### src/rtl/distribute_tree_pipe_if.sv
// Bus bundle for distribute_tree_pipe: one input word with a lane mask in,
// per-lane valid/data out.
interface distribute_tree_pipe_if #(
  parameter int NUM_OUTPUT_DATA = 16,
  parameter int DATA_WIDTH      = 8
) ();
  logic                                  i_valid;
  logic [DATA_WIDTH-1:0]                 i_data_bus;
  logic [NUM_OUTPUT_DATA-1:0]            i_dest_bus;
  logic                                  i_en;
  logic [NUM_OUTPUT_DATA-1:0]            o_valid;
  logic [NUM_OUTPUT_DATA*DATA_WIDTH-1:0] o_data_bus;

  modport master (
    output i_valid, i_data_bus, i_dest_bus, i_en,
    input  o_valid, o_data_bus
  );

  modport slave (
    input  i_valid, i_data_bus, i_dest_bus, i_en,
    output o_valid, o_data_bus
  );
endinterface

### src/rtl/distribute_tree_pipe.sv
// Pipelined binary multicast tree: one word plus lane mask in per cycle, the word
// lands on every masked lane NUM_LEVEL enabled cycles later (one register per level).
module distribute_tree_pipe #(
  parameter int NUM_OUTPUT_DATA = 16,
  parameter int DATA_WIDTH      = 8
) (
  input  logic                 clk,
  input  logic                 rst_n,
  distribute_tree_pipe_if.slave bus
);
  localparam int NUM_LEVEL = (NUM_OUTPUT_DATA > 1) ? $clog2(NUM_OUTPUT_DATA) : 1;

  // Leaf-coverage mask of node idx at a level whose nodes each span `span` leaves.
  function automatic logic [NUM_OUTPUT_DATA-1:0] node_range(input int span, input int idx);
    logic [NUM_OUTPUT_DATA-1:0] r;
    for (int j = 0; j < NUM_OUTPUT_DATA; j++) begin
      if ((j / span) == idx) r[j] = 1'b1;
      else                   r[j] = 1'b0;
    end
    return r;
  endfunction

  // The destination mask travels alongside the word; the leaf level needs none of its own.
  for (genvar l = 0; l < NUM_LEVEL; l++) begin : g_msk
    logic [NUM_OUTPUT_DATA-1:0] msk;
    if (l == 0) begin : g_src
      assign msk = bus.i_dest_bus;
    end else begin : g_src
      logic [NUM_OUTPUT_DATA-1:0] msk_d, msk_q;

      // Mask stage advances with the tree.
      always_comb begin
        msk_d = msk_q;
        if (bus.i_en) msk_d = g_msk[l-1].msk;
        else          msk_d = msk_q;
      end

      // Mask stage register.
      always_ff @(posedge clk or negedge rst_n) begin
        if (!rst_n) msk_q <= {NUM_OUTPUT_DATA{1'b0}};
        else        msk_q <= msk_d;
      end

      assign msk = msk_q;
    end
  end

  for (genvar l = 0; l <= NUM_LEVEL; l++) begin : g_lvl
    localparam int SPAN  = 1 << (NUM_LEVEL - l);
    localparam int NODES = (NUM_OUTPUT_DATA + SPAN - 1) / SPAN;
    logic [NODES-1:0]                 vld;
    logic [NODES-1:0][DATA_WIDTH-1:0] dat;

    if (l == 0) begin : g_node
      assign vld[0] = bus.i_valid;
      assign dat[0] = bus.i_data_bus;
    end else begin : g_node
      logic [NODES-1:0]                 vld_d, vld_q;
      logic [NODES-1:0][DATA_WIDTH-1:0] dat_d, dat_q;

      // Child m of parent m/2 takes the word only if some destination lies in its
      // leaf range; otherwise it carries an all-zero dummy.
      always_comb begin
        vld_d = vld_q;
        dat_d = dat_q;
        if (bus.i_en) begin
          for (int m = 0; m < NODES; m++) begin
            if (g_lvl[l-1].vld[m/2] && (|(g_msk[l-1].msk & node_range(SPAN, m)))) begin
              vld_d[m] = 1'b1;
              dat_d[m] = g_lvl[l-1].dat[m/2];
            end else begin
              vld_d[m] = 1'b0;
              dat_d[m] = {DATA_WIDTH{1'b0}};
            end
          end
        end else begin
          vld_d = vld_q;
          dat_d = dat_q;
        end
      end

      // Node registers for this level.
      always_ff @(posedge clk or negedge rst_n) begin
        if (!rst_n) begin
          vld_q <= {NODES{1'b0}};
          dat_q <= {(NODES*DATA_WIDTH){1'b0}};
        end else begin
          vld_q <= vld_d;
          dat_q <= dat_d;
        end
      end

      assign vld = vld_q;
      assign dat = dat_q;
    end
  end

  assign bus.o_valid    = g_lvl[NUM_LEVEL].vld;
  assign bus.o_data_bus = g_lvl[NUM_LEVEL].dat;
endmodule

### src/flat_wrapper.sv
// flat-port wrapper written by rule: the top's interface ports become plain ports
module distribute_tree_pipe_flat 
#(
  parameter int NUM_OUTPUT_DATA = 16,
  parameter int DATA_WIDTH      = 8
)
  (clk, rst_n, bus_i_valid, bus_i_data_bus, bus_i_dest_bus, bus_i_en, bus_o_valid, bus_o_data_bus);
  distribute_tree_pipe_if #(.NUM_OUTPUT_DATA(NUM_OUTPUT_DATA), .DATA_WIDTH(DATA_WIDTH)) bus_i ();
  input  logic clk;
  input  logic rst_n;
  input wire logic [$bits(bus_i.i_valid)-1:0] bus_i_valid;
  input wire logic [$bits(bus_i.i_data_bus)-1:0] bus_i_data_bus;
  input wire logic [$bits(bus_i.i_dest_bus)-1:0] bus_i_dest_bus;
  input wire logic [$bits(bus_i.i_en)-1:0] bus_i_en;
  output wire logic [$bits(bus_i.o_valid)-1:0] bus_o_valid;
  output wire logic [$bits(bus_i.o_data_bus)-1:0] bus_o_data_bus;
  assign bus_i.i_valid = bus_i_valid;
  assign bus_i.i_data_bus = bus_i_data_bus;
  assign bus_i.i_dest_bus = bus_i_dest_bus;
  assign bus_i.i_en = bus_i_en;
  assign bus_o_valid = bus_i.o_valid;
  assign bus_o_data_bus = bus_i.o_data_bus;
  distribute_tree_pipe #(.NUM_OUTPUT_DATA(NUM_OUTPUT_DATA), .DATA_WIDTH(DATA_WIDTH)) u_core (.clk(clk), .rst_n(rst_n), .bus(bus_i));
endmodule
### config.mk
export PLATFORM = sky130hd
export DESIGN_NAME = distribute_tree_pipe_flat
export DESIGN_NICKNAME = d
export VERILOG_FILES = /design/src/rtl/distribute_tree_pipe_if.sv /design/src/rtl/distribute_tree_pipe.sv /design/src/flat_wrapper.sv
export SDC_FILE = /design/constraint.sdc
export NUM_CORES = 1
export LEC_CHECK = 0
export CORE_MARGIN = 2
export CORE_UTILIZATION = 54
export DETAILED_ROUTE_END_ITERATION = 10
export PLACE_DENSITY = 0.85
export RECOVER_POWER = 50
export SLEW_MARGIN = 10
export SYNTH_ARGS = -nofsm -noshare
export SYNTH_HDL_FRONTEND = slang
export SYNTH_SLANG_ARGS = --single-unit
### constraint.sdc
create_clock -name clk -period 1.4 [get_ports clk]
set_input_delay 0.28 -clock clk [delete_from_list [all_inputs] [get_ports clk]]
set_output_delay 0.28 -clock clk [all_outputs]
set_load 0.03 [all_outputs]
==> run_results.csv <==
group,metric,value,unit
floorplan,rows,53,
timing,worst_pin_slew,676,ps
grt,busiest_layer,"met2",
critical_path,reg2reg_depth,4,
grt,antenna_found_initial,0,
critical_path,critical_path_class,"flip-flop to output port",
timing,slew_viol_final,0,
timing,worst_slack,-16.7,ps
placement,io_buffers,171,
worst_hold_path,min_to,"u_core.g_msk[2].g_src.msk_q[12]",
synthesis,synth_area,11500,um^2
grt,groute.usage.overall,24.9,%
clock_network,clock_path_buffers,3,
placement,place.gp.congestion,0.781,
synthesis,yosysSeqAreaShare,69.1,%
clock_network,cts_tree,"done",
synthesis,synth_cell_types,22,
floorplan,start_util,54.9,%
power_and_ir_drop,finalPower,20.4,mW
worst_hold_path,min_from,"bus_i_en",
grt,grt_pass1_wl,44000,um
timing,period_minus_slack,1420,ps
grt,grtUsageMet1,36.4,%
critical_path,cp-end-kind,"output port",
route,vias_per_cell,5.93,
critical_path,worstReg2RegStart,"u_core.g_msk[1].g_src.msk_q[1]",
floorplan,die_h,150,um
power_and_ir_drop,p_per_area,1310,nW/um^2
route,ant_nets,0,
clock_network,clk_latency,540,ps
critical_path,ff2ff_setup_slack,100,ps
synthesis,synth-xor-area-share,0,%
final_layout,nNetsFinal,1074,
route,wire_per_inst,21.7,um
grt,grt_use_met2,40.8,%
floorplan,fp.dieArea,22500,um^2
final_layout,drive_gt1_share,38.2,%
worst_hold_path,worstHoldPathCells,3,
synthesis,synth_compound_area_share,20.2,%
route,vias,7969,
critical_path,worstSetupStartpointType,"flip-flop",
synthesis,synthSimpleGateAreaFrac,3.49,%
placement,hpwl,18200,um
synthesis,synth_top_family_by_area,"compound AO/OA/AOI/OAI gates",
outcome,violations,"setup timing",
final_layout,area_growth,35.7,%
critical_path,worst_ep_arrival_time,1140,ps
timing,fmax,706,MHz
route,totalWireLength,29100,um
synthesis,syn_area_per_cell,15.3,um^2
timing,setup-violations-final,3,
outcome,status,"finished with violations",
critical_path,crit_buf_inv,1,
floorplan,ioPinCount,172,
synthesis,synthAdderAreaFrac,0,%
synthesis,syn-num-nets,781,
timing,slew_headroom,55.0,%
floorplan,core,21000,um^2
clock_network,cts_root_buffer,"clkbuf_16",
route,drc_errors,0,
critical_path,reg2reg_to,"u_core.g_lvl[2].dat[0]",
power_and_ir_drop,ir_drop,0.000946,V
synthesis,ys_seq_elements,318,
timing,hold_slack,270,ps
synthesis,netlist_instances,753,
grt,grtUsageMet3,3.11,%
critical_path,critPathTopFamily,"flip-flops",
timing,final-hold-violation-count,0,
critical_path,crit_required,1120,ps
route,drt-pass1-iter-count,5,
clock_network,clock-sinks,318,
grt,overflow,0,
critical_path,crit_path_top_delay_cell,"dfrtp_1",
floorplan,die_w,150,um
grt,grt_max_degree,73,
clock_network,cts_made_buffers,30,
final_layout,n_antenna_cell,0,
critical_path,cpPeakStageDelay,440,ps
job,max_cap_viol_count,0,
clock_network,ctsHtreeMaxLevel,1,
critical_path,worstPathCellList,"buf_12",
timing,finClkSkew,11.0,ps
synthesis,muxShareOfSynthArea,4.70,%
timing,fin_crit_sh,101,%
grt,grt_pass1_vias,7817,
route,drt_iter0_markers,666,
worst_hold_path,hp-class,"input pin to flip-flop",
timing,rsz0062_at_grt,"yes",
synthesis,yosys_warnings,0,
critical_path,critPathMaxFanout,2,
power_and_ir_drop,leakage,8.02,nW
clock_network,clkTransAtPathRegs,60,ps
[cell usage after synthesis (all sizes together)]
master   instances  share of area (%)
clkbuf          12               0.40
a21o            28                1.8
dfrtp          318                 69
o2bb2ai         18                1.4
a22o           224                 17
and3            16               0.87
buf             43                2.0
nor2            22                1.4
or4              4               0.39
mux2            48                4.7
nand3            8               0.35
inv              1              0.033
nand2            7               0.27
nor4             4               0.22
[layout make-up]
| type | count | area [um^2] |
|---|---|---|
| Clock buffer | 42 | 877 |
| Fill cell | 1224 | 5340 |
| Tap cell | 275 | 344 |
| Multi-Input combinational cell | 379 | 3280 |
| Inverter | 1 | 8.76 |
| Timing Repair Buffer | 316 | 2970 |
| Sequential cell | 318 | 7960 |
| Clock inverter | 12 | 188 |
[worst max path at each step]
stage	startpoint	to	slack, ps	cells past startpoint
global placement	bus_i_dest_bus[5]	u_core.g_lvl[1].dat[7]	-260	4
CTS	u_core.bus.o_valid[5]	bus_o_valid[5]	-30	1
finish	u_core.bus.o_valid[5]	bus_o_valid[5]	-20	1
detailed placement	bus_i_dest_bus[11]	u_core.g_lvl[1].dat[13]	-300	4
floorplan	bus_i_dest_bus[5]	u_core.g_lvl[1].dat[7]	200	3
global route	u_core.bus.o_data_bus[104]	bus_o_data_bus[104]	-50	1
[report_power, final]
| part | internal, mW | switching, mW | leakage, nW | total [mW] |
|---|---|---|---|---|
| logic | 0.729 | 0.913 | 3.21 | 1.64 |
| clock network | 5.27 | 3.42 | 0.525 | 8.69 |
| registers | 9.66 | 0.422 | 4.28 | 10.1 |
| total | 15.7 | 4.76 | 8.02 | 20.4 |
[flip-flops by register name, summed over array words and instances, names as in the netlist]
register,flops
u_core.bus.o_valid,16
u_core.g_lvl.dat,112
u_core.g_msk.g_src.msk_q,48
u_core.bus.o_data_bus,128
u_core.g_lvl.g_node.vld_q,14
[metal layers]
metal | part of all wire [%] | up-vias | wire, um
met5 | 0 | - | 0
li1 | - | 3473 | -
met2 | 52 | 256 | 15200
met3 | 4.5 | 34 | 1310
met4 | 1.4 | 0 | 395
met1 | 42 | 4206 | 12200
[what timing repair did]
action                                  4_1_cts  5_1_grt
setup buffers                                33       76
gates resized for setup                     786      203
pin swaps                                     0        0
endpoints found under the setup margin      140      150
gates cloned                                  0        0
endpoints found under the hold margin       318        0
hold buffers                                  1        0
[per-stage QoR]
| stage | utilization (%) | setup TNS, ps | worst slack (ps) | cells | area (um^2) |
|---|---|---|---|---|---|
| 5_1_grt | 74.5 | -1220 | -48.2 | 1343 | 15600 |
| 2_1_floorplan | - | 0 | 203 | 753 | 11500 |
| 3_5_place_dp | 65.7 | -5420 | -303 | 1179 | 13800 |
| 3_3_place_gp | 65.7 | -4640 | -265 | 1179 | 13800 |
| 6_report | 74.5 | -33.9 | -16.7 | 1343 | 15600 |
| 4_1_cts | 70.0 | -65.6 | -34.6 | 1267 | 14700 |
[kinds of logic after synthesis]
kind of cell | Yosys count
multiplexers | 48
AND/OR/NAND/NOR | 61
AO/OA/AOI/OAI | 270
flip-flops | 318
buffers and inverters | 56
[cell usage in the layout, fill, tap and decap left out, drive strengths merged]
master / synthesis / layout
a21o: 28 / 28
a22o: 224 / 224
and3: 16 / 16
buf: 43 / 283
bufinv: 0 / 5
clkbuf: 12 / 49
clkdlybuf4s50: 0 / 25
clkinv: 0 / 6
clkinvlp: 0 / 1
dfrtp: 318 / 318
dlygate4sd3: 0 / 1
inv: 1 / 1
mux2: 48 / 48
nand2: 7 / 7
nand3: 8 / 8
nor2: 22 / 22
nor4: 4 / 4
o2bb2ai: 18 / 18
or4: 4 / 4
Power figures use the tool's default switching activity.
